==> src/rtl/uart_pkg.sv <==
// Shared state encodings and elaboration-time helpers for the UART vector receiver.
package uart_pkg;

  typedef enum logic [1:0] {RX_IDLE, RX_START, RX_DATA, RX_STOP} rx_state_e;
  typedef enum logic [1:0] {P_HUNT, P_ADDR, P_DATA, P_CHK} parse_state_e;

  localparam logic [7:0] DEFAULT_HEADER = 8'hA5;

  function automatic int clog2(input int value);
    int result;
    result = 0;
    for (int i = 0; i < 31; i++) begin
      if ((1 << i) < value) result = i + 1;
    end
    return result;
  endfunction

  function automatic int calc_div(input int clk_hz, input int baud);
    return clk_hz / baud;
  endfunction

endpackage

==> src/rtl/uart_rx_byte.sv <==
// Byte-level UART receiver: 2-flop synchronizer, mid-bit sampling, 8N1 framing.
module uart_rx_byte
  import uart_pkg::*;
#(
  parameter int DIV = 1250
) (
  input  logic       clock,
  input  logic       rst,
  input  logic       rx,
  output logic [7:0] rx_data,
  output logic       rx_valid,
  output logic       frame_err,
  output logic [1:0] state
);

  localparam int CW = clog2(DIV + 1);
  localparam logic [CW-1:0] HALF_LAST = CW'(DIV / 2 - 1);
  localparam logic [CW-1:0] FULL_LAST = CW'(DIV - 1);

  rx_state_e     state_q, state_d;
  logic          rx_meta_q, rx_sync_q;
  logic [CW-1:0] cnt_q, cnt_d;
  logic [2:0]    bit_q, bit_d;
  logic [7:0]    shift_q, shift_d;
  logic [7:0]    data_q, data_d;
  logic          valid_q, valid_d;
  logic          ferr_q, ferr_d;

  always_ff @(posedge clock or posedge rst) begin
    if (rst) begin
      rx_meta_q <= 1'b1;
      rx_sync_q <= 1'b1;
      state_q   <= RX_IDLE;
      cnt_q     <= '0;
      bit_q     <= '0;
      shift_q   <= '0;
      data_q    <= '0;
      valid_q   <= 1'b0;
      ferr_q    <= 1'b0;
    end else begin
      rx_meta_q <= rx;
      rx_sync_q <= rx_meta_q;
      state_q   <= state_d;
      cnt_q     <= cnt_d;
      bit_q     <= bit_d;
      shift_q   <= shift_d;
      data_q    <= data_d;
      valid_q   <= valid_d;
      ferr_q    <= ferr_d;
    end
  end

  always_comb begin
    state_d = state_q;
    cnt_d   = cnt_q;
    bit_d   = bit_q;
    shift_d = shift_q;
    data_d  = data_q;
    valid_d = 1'b0;
    ferr_d  = 1'b0;
    case (state_q)
      RX_IDLE: begin
        cnt_d = '0;
        bit_d = '0;
        if (!rx_sync_q) state_d = RX_START;
      end
      // Half a bit in: a line that is high again was only a glitch.
      RX_START: begin
        if (cnt_q == HALF_LAST) begin
          cnt_d   = '0;
          state_d = rx_sync_q ? RX_IDLE : RX_DATA;
        end else begin
          cnt_d = cnt_q + 1'b1;
        end
      end
      RX_DATA: begin
        if (cnt_q == FULL_LAST) begin
          cnt_d   = '0;
          shift_d = {rx_sync_q, shift_q[7:1]};
          bit_d   = bit_q + 1'b1;
          if (bit_q == 3'd7) state_d = RX_STOP;
        end else begin
          cnt_d = cnt_q + 1'b1;
        end
      end
      RX_STOP: begin
        if (cnt_q == FULL_LAST) begin
          cnt_d   = '0;
          state_d = RX_IDLE;
          if (rx_sync_q) begin
            data_d  = shift_q;
            valid_d = 1'b1;
          end else begin
            ferr_d = 1'b1;
          end
        end else begin
          cnt_d = cnt_q + 1'b1;
        end
      end
      default: state_d = RX_IDLE;
    endcase
  end

  assign rx_data   = data_q;
  assign rx_valid  = valid_q;
  assign frame_err = ferr_q;
  assign state     = state_q;

endmodule

==> src/rtl/uart_vctr_rx.sv <==
// Serial packet decoder (HEADER, addr, data[, xor checksum]) loading a bank of 8-bit registers.
module uart_vctr_rx
  import uart_pkg::*;
#(
  parameter int          CLK_HZ       = 12000000,
  parameter int          BAUD         = 9600,
  parameter int          NUM_REGS     = 4,
  parameter logic [7:0]  HEADER       = DEFAULT_HEADER,
  parameter bit          CHK_EN       = 1'b0,
  parameter int          TIMEOUT_BITS = 20,
  localparam int         AW           = (clog2(NUM_REGS) < 1) ? 1 : clog2(NUM_REGS)
) (
  input  logic                  clock,
  input  logic                  rst,
  input  logic                  rx,
  output logic [NUM_REGS*8-1:0] vctr,
  output logic                  wr_stb,
  output logic [AW-1:0]         wr_addr,
  output logic [7:0]            rx_data,
  output logic                  rx_valid,
  output logic                  frame_err,
  output logic                  addr_err,
  output logic                  chk_err,
  output logic                  timeout_err
);

  localparam int DIV      = calc_div(CLK_HZ, BAUD);
  localparam int TO_LIMIT = TIMEOUT_BITS * DIV;
  localparam int TW       = clog2(TO_LIMIT + 1);
  localparam logic [TW-1:0] TO_LAST = TW'(TO_LIMIT - 1);
  localparam logic [8:0]    NREGS9  = 9'(NUM_REGS);

  logic [7:0] byte_data;
  logic       byte_valid, byte_ferr;
  logic [1:0] rx_state;

  uart_rx_byte #(.DIV(DIV)) u_rx_byte (
    .clock     (clock),
    .rst       (rst),
    .rx        (rx),
    .rx_data   (byte_data),
    .rx_valid  (byte_valid),
    .frame_err (byte_ferr),
    .state     (rx_state)
  );

  parse_state_e          ps_q, ps_d;
  logic [7:0]            addr_q, addr_d;
  logic [7:0]            data_q, data_d;
  logic [NUM_REGS*8-1:0] vctr_q, vctr_d;
  logic [AW-1:0]         wr_addr_q, wr_addr_d;
  logic                  wr_stb_q, wr_stb_d;
  logic                  addr_err_q, addr_err_d;
  logic                  chk_err_q, chk_err_d;
  logic                  to_err_q, to_err_d;
  logic [TW-1:0]         to_cnt_q, to_cnt_d;
  logic                  do_write;
  logic [7:0]            wbyte;

  always_ff @(posedge clock or posedge rst) begin
    if (rst) begin
      ps_q       <= P_HUNT;
      addr_q     <= '0;
      data_q     <= '0;
      vctr_q     <= '0;
      wr_addr_q  <= '0;
      wr_stb_q   <= 1'b0;
      addr_err_q <= 1'b0;
      chk_err_q  <= 1'b0;
      to_err_q   <= 1'b0;
      to_cnt_q   <= '0;
    end else begin
      ps_q       <= ps_d;
      addr_q     <= addr_d;
      data_q     <= data_d;
      vctr_q     <= vctr_d;
      wr_addr_q  <= wr_addr_d;
      wr_stb_q   <= wr_stb_d;
      addr_err_q <= addr_err_d;
      chk_err_q  <= chk_err_d;
      to_err_q   <= to_err_d;
      to_cnt_q   <= to_cnt_d;
    end
  end

  always_comb begin
    ps_d       = ps_q;
    addr_d     = addr_q;
    data_d     = data_q;
    vctr_d     = vctr_q;
    wr_addr_d  = wr_addr_q;
    wr_stb_d   = 1'b0;
    addr_err_d = 1'b0;
    chk_err_d  = 1'b0;
    to_err_d   = 1'b0;
    to_cnt_d   = to_cnt_q;
    do_write   = 1'b0;
    wbyte      = byte_data;
    if (byte_ferr) begin
      ps_d     = P_HUNT;
      to_cnt_d = '0;
    end else if (byte_valid) begin
      to_cnt_d = '0;
      case (ps_q)
        P_HUNT: if (byte_data == HEADER) ps_d = P_ADDR;
        P_ADDR: begin
          addr_d = byte_data;
          if ({1'b0, byte_data} >= NREGS9) begin
            addr_err_d = 1'b1;
            ps_d       = P_HUNT;
          end else begin
            ps_d = P_DATA;
          end
        end
        P_DATA: begin
          if (CHK_EN) begin
            data_d = byte_data;
            ps_d   = P_CHK;
          end else begin
            do_write = 1'b1;
            ps_d     = P_HUNT;
          end
        end
        P_CHK: begin
          ps_d = P_HUNT;
          if (byte_data == (HEADER ^ addr_q ^ data_q)) begin
            do_write = 1'b1;
            wbyte    = data_q;
          end else begin
            chk_err_d = 1'b1;
          end
        end
        default: ps_d = P_HUNT;
      endcase
    end else if (ps_q == P_HUNT) begin
      to_cnt_d = '0;
    end else if (rx_state == RX_IDLE) begin
      // Gap timer only advances between bytes; it holds while a byte is in flight.
      if (to_cnt_q == TO_LAST) begin
        to_err_d = 1'b1;
        ps_d     = P_HUNT;
        to_cnt_d = '0;
      end else begin
        to_cnt_d = to_cnt_q + 1'b1;
      end
    end

    if (do_write) begin
      wr_stb_d  = 1'b1;
      wr_addr_d = addr_q[AW-1:0];
      for (int i = 0; i < NUM_REGS; i++) begin
        if (addr_q == 8'(i)) vctr_d[i*8 +: 8] = wbyte;
      end
    end
  end

  assign vctr        = vctr_q;
  assign wr_stb      = wr_stb_q;
  assign wr_addr     = wr_addr_q;
  assign rx_data     = byte_data;
  assign rx_valid    = byte_valid;
  assign frame_err   = byte_ferr;
  assign addr_err    = addr_err_q;
  assign chk_err     = chk_err_q;
  assign timeout_err = to_err_q;

endmodule

==> config.mk <==
export PLATFORM = sky130hd
export DESIGN_NAME = uart_vctr_rx
export DESIGN_NICKNAME = d
export VERILOG_FILES = /design/src/rtl/uart_pkg.sv /design/src/rtl/uart_rx_byte.sv /design/src/rtl/uart_vctr_rx.sv
export SDC_FILE = /design/constraint.sdc
export NUM_CORES = 1
export LEC_CHECK = 0
export CAP_MARGIN = 20
export CORE_UTILIZATION = 57
export CTS_CLUSTER_DIAMETER = 150
export DETAILED_ROUTE_END_ITERATION = 6
export GPL_TIMING_DRIVEN = 0
export PLACE_DENSITY = 0.89
export SLEW_MARGIN = 40
export SYNTH_ARGS = -nofsm -noshare
export SYNTH_HDL_FRONTEND = slang
export SYNTH_HIERARCHICAL = 1
export SYNTH_SLANG_ARGS = --single-unit
==> constraint.sdc <==
create_clock -name clock -period 2.6 [get_ports clock]
set_clock_uncertainty 0.15 [all_clocks]
set_input_delay 0.52 -clock clock [delete_from_list [all_inputs] [get_ports clock]]
set_output_delay 0.52 -clock clock [all_outputs]
set_load 0.1 [all_outputs]
==> impl_metrics.json <==
{
  "status": "finished clean",
  "syn_area_um2": 4907,
  "p_seq_share_pct": 55.8,
  "rsz0062_at_grt": "no",
  "clock_path_buffers": 2,
  "numCtsBuffers": 9,
  "min_period_ps": 2413,
  "p_sw_share_pct": 20.73,
  "grt_overflow_total": 0,
  "timing.rr.start": "addr_q[2]$_DFFE_PP0P_",
  "placed_area_um2": 5324,
  "grt_pass1_vias": 3394,
  "drv_cap": 0,
  "cts_root_buffer": "clkbuf_8",
  "yosys_warnings": 6,
  "ir_drop_mv": 0.4939,
  "ctsResizeCount": 0,
  "rr_worst_depth": 5,
  "synth_top_area_share_pct": 49.46,
  "final-hold-violation-count": 0,
  "antenna_found_initial": 0,
  "vias_per_cell": 5.701,
  "cts.clk_slew.worst_paths_ps": 100,
  "nFillCells": 595,
  "drt_iter0_markers": 215,
  "drive_above_1_share_pct": 27.01,
  "htree_levels": 3,
  "final_cell_mix": "95 x dfrtp_1, 55 x buf_2, 40 x inv_1",
  "gp_congestion": 0.8160,
  "timing.fmax_mhz": 414.4,
  "synthCells": 444,
  "ys_types": 49,
  "final_common_cell": "dfrtp_1",
  "layout-area-overhead-vs-synth_pct": 13.39,
  "fp.dieH_um": 94.79,
  "pin_count": 51,
  "hpwlAfterDp_um": 6990,
  "die_w_um": 94.79,
  "max-slew-margin-rel_pct": 42.34,
  "initial_core_util_pct": 59.42,
  "synthAdderAreaFrac_pct": 1.530,
  "placement.io_buffers": 50,
  "synth-compound-area-share_pct": 10.61,
  "grt_max_degree": 37,
  "setup_violations": 0,
  "async_flop_share_pct": 100.0,
  "grt_pass1_wl_um": 16410,
  "worst_pin_slew_ps": 858.5,
  "leakagePower_nw": 2.498,
  "p_int_mw": 2.190,
  "synth_top_family_by_area": "simple AND/OR/NAND/NOR gates",
  "syn_area_per_cell_um2": 11.05,
  "synth_nets": 453,
  "vias": 3512,
  "drtAntennaViolNets": 0,
  "cts.sinks": 99,
  "critPathCapture": "vctr[30]$_DFFE_PP0P_",
  "yosys_most_used_dff": "dfrtp_1",
  "finalInstanceArea_um2": 5564,
  "drt-total-wl_um": 9960,
  "synth-edff-count": 0,
  "critPathMaxFanout": 8,
  "coreArea_um2": 8258,
  "startpoint": "addr_q[2]$_DFFE_PP0P_",
  "drc_errors": 0,
  "synthTopCellsByArea": "dfrtp_1 49%, mux2i_1 6.5%, mux2_2 5.5%",
  "synth-xor-area-share_pct": 3.927,
  "cp.arrival_ps": 2540,
  "synth_simple_gate_area_share_pct": 16.75,
  "pwr-share-comb_pct": 1.4,
  "ys_seq_area_share_pct": 50.54,
  "ctsHoldBuffers": 0,
  "end_kind": "flop",
  "dieArea_um2": 8984,
  "core.rowCount": 33,
  "start_kind": "flop",
  "first_pass_iters": 4,
  "power_mw": 2.763,
  "crit_type": "flop to flop",
  "clock_latency_ps": 380,
  "cts_tree": "yes",
  "wl_per_cell_um": 16.17,
  "crit_required_ps": 2720,
  "r2r-end": "vctr[30]$_DFFE_PP0P_",
  "min_path_type": "flop to flop",
  "r2r_slack_ps": 190,
  "slew_viol_final": 0,
  "timing.hold.ws_ps": 214.9,
  "fin_nets": 515,
  "timing.final.crit_share_pct": 92.81,
  "n_antenna_cell": 0,
  "yosys_register_bits": 99,
  "power_switching_mw": 0.5728,
  "synth.area.mux_share_pct": 12.03,
  "synth_top_cell_by_area": "dfrtp_1",
  "grt_use_total_pct": 23.88,
  "powerDensity_nw_per_um2": 496.6,
  "pwr-share-clk_pct": 42.8
}
[power groups by stage]
stage	sequential [mW]	combinational [mW]	clock [mW]
3_5_place_dp	1.57	0.0396	0
2_1_floorplan	1.57	0.0235	0
3_3_place_gp	1.57	0.0342	0
5_1_grt	1.54	0.0440	1.26
6_report	1.54	0.0375	1.18
4_1_cts	1.54	0.0396	1.19
[through the flow]
step	worst slack [ps]	setup TNS [ps]	std cells	util [%]
finish	186.9	0	616	67.38
global route	42.43	0	616	67.38
CTS	68.47	0	616	67.38
detailed placement	102.5	0	600	64.47
global placement	-728.6	-45720	599	67.11
floorplan	162.8	0	444	-
[sequential cells by signal (all words and copies together), names as in the netlist, 2 cells and up, named ones only]
signal and cells:
ps_q 2, u_rx_byte/bit_q 3, to_cnt_q 15, wr_addr 2, vctr 32, u_rx_byte/shift_q 8
u_rx_byte/rx_data 8, addr_q 8, u_rx_byte/cnt_q 11
[critical path, stage by stage (launching register included)]
cell,delay (ps)
dfrtp_1,410
or4_4,540
buf_6,150
nor4_4,660
mux2i_1,320
o21ai_2,70
[metal layers]
metal	wire (µm)	track usage [%]	part of all wire (%)
met1	4523	31.32	45
met2	4981	39.51	50
met3	314	4.589	3.2
met4	140	8.586	1.4
met5	0	0	0
[cells in the mapped netlist (7+ instances only)]
| cell | n |
|---|---|
| nand4_1 | 11 |
| or3_1 | 7 |
| buf_2 | 7 |
| nor2b_1 | 13 |
| mux2_2 | 24 |
| o21ai_0 | 8 |
| a21oi_1 | 13 |
| nand3_1 | 12 |
| nand2_1 | 18 |
| xor2_1 | 14 |
| inv_1 | 42 |
| xnor2_1 | 8 |
| nor3_1 | 9 |
| o21ai_1 | 12 |
| nor2_1 | 25 |
| o21ai_2 | 24 |
| mux2i_1 | 32 |
| dfrtp_1 | 97 |
[worst min-delay path by stage]
| stage | from | slack [ps] | to | cells after the start |
|---|---|---|---|---|
| floorplan | u_rx_byte/rx_meta_q$_DFF_PP1_ | 200 | u_rx_byte/rx_sync_q$_DFF_PP1_ | 0 |
| global placement | u_rx_byte/rx_meta_q$_DFF_PP1_ | 200 | u_rx_byte/rx_sync_q$_DFF_PP1_ | 0 |
| detailed placement | u_rx_byte/rx_meta_q$_DFF_PP1_ | 200 | u_rx_byte/rx_sync_q$_DFF_PP1_ | 0 |
| CTS | u_rx_byte/rx_meta_q$_DFF_PP1_ | 220 | u_rx_byte/rx_sync_q$_DFF_PP1_ | 0 |
| global route | u_rx_byte/rx_meta_q$_DFF_PP1_ | 220 | u_rx_byte/rx_sync_q$_DFF_PP1_ | 0 |
| finish | u_rx_byte/rx_meta_q$_DFF_PP1_ | 210 | u_rx_byte/rx_sync_q$_DFF_PP1_ | 0 |
[cell families after synthesis]
| family | Yosys count |
|---|---|
| AND/OR/NAND/NOR | 131 |
| adder cells (fa/ha/maj) | 6 |
| buffers and inverters | 56 |
| flip-flops | 99 |
| multiplexers | 56 |
| XOR/XNOR | 22 |
| AO/OA/AOI/OAI | 74 |
[cell type report]
class                           instances  area, µm²  area share (%)
Buffer                                 14      68.82           1.237
Clock buffer                           10      127.6           2.294
Clock inverter                          6      112.6           2.024
Inverter                               42      160.2           2.878
Multi-Input combinational cell        289       2201           39.55
Sequential cell                        99       2482           44.61
Tap cell                              105      131.4           2.361
Timing Repair Buffer                   51      280.3           5.037
[timing repair]
action,4_1_cts,5_1_grt
buffers inserted,0,0
hold endpoints to repair,0,0
endpoints found under the setup margin,0,1
No activity file was read; power rests on OpenSTA's default activity.
